<file path="config.mk">
export PLATFORM = sky130hd
export DESIGN_NAME = ula_arbitro
export DESIGN_NICKNAME = d
export VERILOG_FILES = /design/src/rtl/ula_arbitro.sv
export SDC_FILE = /design/constraint.sdc
export NUM_CORES = 1
export LEC_CHECK = 0
export BUFFER_PORTS_ARGS = -buffer_cell sky130_fd_sc_hd__buf_2
export CORE_MARGIN = 3
export CORE_UTILIZATION = 44
export CTS_CLUSTER_SIZE = 28
export DETAILED_ROUTE_END_ITERATION = 16
export PLACE_DENSITY = 0.8
export REMOVE_ABC_BUFFERS = 1
export SETUP_SLACK_MARGIN = 0.2
export SLEW_MARGIN = 5
export SYNTH_ARGS = -nofsm -noshare
export SYNTH_HDL_FRONTEND = slang
export SYNTH_SLANG_ARGS = --single-unit
</file>
<file path="constraint.sdc">
create_clock -name clk -period 4.5 [get_ports clk]
set_clock_uncertainty 0.2 [all_clocks]
set_input_delay 0.45 -clock clk [delete_from_list [all_inputs] [get_ports clk]]
set_output_delay 0.45 -clock clk [all_outputs]
set_load 0.01 [all_outputs]
</file>
<file path="src/rtl/ula_arbitro.sv">
// Round-robin arbiter sharing one combinational ULA between two requesters.
// It registers the granted operands, captures the ULA result one cycle later and answers with a pronto pulse.
module ula_arbitro #(
    parameter int bits_palavra = 32
) (
    input  logic                    clk,
    input  logic                    rst,
    input  logic                    req0,
    input  logic                    req1,
    input  logic [bits_palavra-1:0] opA0,
    input  logic [bits_palavra-1:0] opB0,
    input  logic [bits_palavra-1:0] opA1,
    input  logic [bits_palavra-1:0] opB1,
    input  logic [4:0]              ctrl0,
    input  logic [4:0]              ctrl1,
    output logic                    gnt0,
    output logic                    gnt1,
    output logic                    pronto0,
    output logic                    pronto1,
    output logic                    erro,
    output logic [bits_palavra-1:0] resultado,
    output logic [3:0]              flags,
    output logic [bits_palavra-1:0] ula_operandoA,
    output logic [bits_palavra-1:0] ula_operandoB,
    output logic [4:0]              ula_controle,
    input  logic [bits_palavra-1:0] ula_resultado,
    input  logic                    ula_Z,
    input  logic                    ula_C,
    input  logic                    ula_S,
    input  logic                    ula_O
);

    typedef enum logic [1:0] {
        OCIOSO   = 2'd0,
        EXECUTA  = 2'd1,
        RESPONDE = 2'd2
    } estado_t;

    estado_t                 state_reg, state_next;
    logic                    ultimo_reg;
    logic                    invalido_reg;
    logic [bits_palavra-1:0] opa_reg, opb_reg, resultado_reg;
    logic [4:0]              ctrl_reg;
    logic [3:0]              flags_reg;

    logic                    algum_req;
    logic                    sel;
    logic [bits_palavra-1:0] opa_sel, opb_sel;
    logic [4:0]              ctrl_sel;
    logic [1:0]              gnt_vec, pronto_vec;
    logic                    erro_next;

    function automatic logic codigo_valido(input logic [4:0] c);
        case (c)
            5'b00000, 5'b00001, 5'b00011,
            5'b00100, 5'b00101, 5'b00110: codigo_valido = 1'b1;
            default:                      codigo_valido = 1'b0;
        endcase
    endfunction

    // On a conflict the requester that was not served last wins.
    always_comb begin
        algum_req = req0 | req1;
        sel       = (req0 && req1) ? ~ultimo_reg : req1;
        opa_sel   = sel ? opA1  : opA0;
        opb_sel   = sel ? opB1  : opB0;
        ctrl_sel  = sel ? ctrl1 : ctrl0;
    end

    always_comb begin
        state_next = state_reg;
        gnt_vec    = 2'b00;
        pronto_vec = 2'b00;
        erro_next  = 1'b0;
        case (state_reg)
            OCIOSO: begin
                if (algum_req) begin
                    gnt_vec[sel] = 1'b1;
                    state_next   = EXECUTA;
                end
            end
            EXECUTA: begin
                state_next = RESPONDE;
            end
            RESPONDE: begin
                // ultimo still names the owner of the in-flight transaction.
                pronto_vec[ultimo_reg] = 1'b1;
                erro_next              = invalido_reg;
                state_next             = OCIOSO;
            end
            default: begin
                state_next = OCIOSO;
            end
        endcase
    end

    always_ff @(posedge clk or posedge rst) begin
        if (rst) begin
            state_reg     <= OCIOSO;
            ultimo_reg    <= 1'b1;
            invalido_reg  <= 1'b0;
            opa_reg       <= '0;
            opb_reg       <= '0;
            ctrl_reg      <= '0;
            resultado_reg <= '0;
            flags_reg     <= '0;
        end else begin
            state_reg <= state_next;
            if (state_reg == OCIOSO && algum_req) begin
                opa_reg      <= opa_sel;
                opb_reg      <= opb_sel;
                ctrl_reg     <= ctrl_sel;
                ultimo_reg   <= sel;
                invalido_reg <= ~codigo_valido(ctrl_sel);
            end
            // The ULA result is captured straight into the output registers so it is visible with pronto.
            if (state_reg == EXECUTA) begin
                if (invalido_reg) begin
                    resultado_reg <= '0;
                end else begin
                    resultado_reg <= ula_resultado;
                    flags_reg     <= {ula_Z, ula_C, ula_S, ula_O};
                end
            end
        end
    end

    assign gnt0          = gnt_vec[0];
    assign gnt1          = gnt_vec[1];
    assign pronto0       = pronto_vec[0];
    assign pronto1       = pronto_vec[1];
    assign erro          = erro_next;
    assign resultado     = resultado_reg;
    assign flags         = flags_reg;
    assign ula_operandoA = opa_reg;
    assign ula_operandoB = opb_reg;
    assign ula_controle  = ctrl_reg;

endmodule

</file>
==> impl_metrics.csv <==
group,metric,value,unit
sta,relSlewSlack,18.2,%
place,place_area,6510,µm²
grt,grt_usage,22.9,%
setup_path,cp_common_cell,"buf_4",
grt,grt_pass1_vias,4682,
finish,mostFrequentLayoutCells,"287 x buf_2, 108 x dfrtp_1, 92 x o21ai_0, 44 x mux2i_1",
detailed_routing,postRouteAntennaNets,0,
sta,worst_slew_pin_slew,1230,ps
run,maxCapViolCount,0,
yosys,syn-cell-area,5060,µm²
setup_path,cp.buffers_inverters,3,
die,start_util,45.9,%
detailed_routing,avgViaCountPerCell,5.34,
detailed_routing,dr.pass1.iters,4,
die,die_w,113,µm
setup_path,crit_fanout,41,
place,gp_congestion,0.830,
sta,timing.final.max_slew_violations,0,
place,dp_hpwl,11100,µm
die,row_count,38,
setup_path,worstPathArrival,2330,ps
yosys,synth_enable_flop_cells,0,
finish,area_delta_synth_final,35.0,%
power,leakage,3.57,nW
grt,antenna_found_initial,2,
clocking,clock_latency,330,ps
detailed_routing,wire_per_inst,17.2,µm
clocking,clk_pin_slew,70,ps
sta,max_freq,336,MHz
finish,layout.nets,895,
yosys,syn_avg_cell_area,11.2,µm²
power,irDropWorstVdd,315,µV
status,status,"complete, no violations",
sta,fin_setup_tns,0,ps
finish,n_fill_cell,915,
detailed_routing,drc,0,
yosys,ys_warn_count,0,
sta,finalCritPeriodShare,66.2,%
sta,finalSetupViolCount,0,
sta,rsz0062_at_grt,"no",
clocking,cts_tree,"built",
setup_path,start_kind,"register",
clocking,htreeDepth,3,
finish,fin_area,6840,µm²
setup_path,cpLargestDelayFamily,"buffers and inverters",
clocking,numCtsBuffers,9,
clocking,postCtsSetupBuffers,0,
sta,hold_ws,67.5,ps
finish,final_util,62.0,%
clocking,clockBufferDepth,2,
setup_path,path_cells,"or2_2 > buf_4 > nor2_2 > buf_4 > buf_2",
sta,fin_crit,2980,ps
die,fp.dieH,113,µm
detailed_routing,drtIter0Drc,356,
detailed_routing,wirelength,14900,µm
sta,setup_slack,1520,ps
yosys,ys_seq_area_share,53.9,%
clocking,hold_buffers,0,
yosys,syn_inst,452,
yosys,synth_seq_cells,109,
die,die_area,12800,µm²
die,ios,288,
die,core-area,11000,µm²
clocking,clock_sinks,109,
finish,final_common_cell,"buf_2",
finish,stdcell_count,864,
grt,grt_pass1_wl,23500,µm
finish,drive_above_1_share,48.6,%
setup_path,path_class,"reg2out",
power,total_power,4.70,mW
min_path,hold_class,"in2async",
setup_path,critPathCaptureType,"primary output",
power,power_density,688,nW/µm²
place,dp.cells,846,
yosys,ys_types,28,
clocking,clock-root-buffer,"clkbuf_16",
yosys,ys.flop_type,"dfrtp_1",
setup_path,cpPeakStageDelay,540,ps
place,portBuffers,287,
grt,grt_start_max_net_pins,68,
setup_path,required,3850,ps
clocking,ctsResizeCount,0,
grt,grt_overflow_total,0,
place,place_ws,1510,ps
sta,hold_viol_final,0,
yosys,synth-async-reset-ratio,100,%
setup_path,cp_slowest_cell,"or2_2",
detailed_routing,dr_total_vias,4612,
-- layout make-up --
type	count	area [µm²]	area share, %
multi-input combinational	301	2110	30.9
inverter	3	13.8	0.201
antenna	2	5.00	0.0732
tap	140	175	2.56
clock buffer	9	225	3.29
sequential	109	2730	39.9
clock inverter	7	97.6	1.43
timing repair buffer	293	1480	21.7
-- report_power, final --
part / switching (mW) / leakage [nW] / internal, mW
logic: 1.18 / 2.06 / 0.912
clock network: 0.360 / 0.152 / 0.490
registers: 0.289 / 1.36 / 1.47
total: 1.83 / 3.57 / 2.88
-- layer usage --
metal / global-route usage [%] / share of wire, %
met1: 28.5 / 39
met2: 39.4 / 51
met3: 5.13 / 7.8
met4: 7.69 / 1.7
met5: 0 / 0
-- final timing paths --
kind,slack [ps],startpoint,cells past startpoint,to
max reg2reg,1830,state_reg[0],3,ula_operandoA[26]
max,1520,state_reg[0],5,gnt1
min,70,rst,2,ula_operandoA[8]
min reg2reg,290,resultado[7],2,resultado[7]
max in group asynchronous,2950,rst,3,ula_operandoA[10]
min in group clk,140,opA1[11],2,ula_operandoA[11]
-- logic make-up after synthesis --
logic type | synth area share [%]
AO/OA/AOI/OAI | 23.8
multiplexers | 9.59
XOR/XNOR | 0.346
AND/OR/NAND/NOR | 7.84
buffers and inverters | 4.57
flip-flops | 53.9
-- cell usage after synthesis (2+ instances only) --
library cell | n | area share (%)
a2111oi_0 | 2 | 0.35
a221o_1 | 25 | 4.9
and3b_1 | 2 | 0.35
buf_2 | 5 | 0.49
buf_4 | 4 | 0.59
buf_6 | 7 | 1.6
clkbuf_1 | 23 | 1.7
dfrtp_1 | 108 | 53
inv_1 | 3 | 0.22
mux2_2 | 4 | 0.89
mux2i_1 | 44 | 8.7
nand2_1 | 32 | 2.4
nand2b_1 | 33 | 4.1
nor2_2 | 2 | 0.25
o21a_1 | 25 | 3.7
o21ai_0 | 92 | 9.1
o21ai_2 | 29 | 5.0
xnor2_1 | 2 | 0.35
Note: power is estimated with default switching activity, not from simulation.
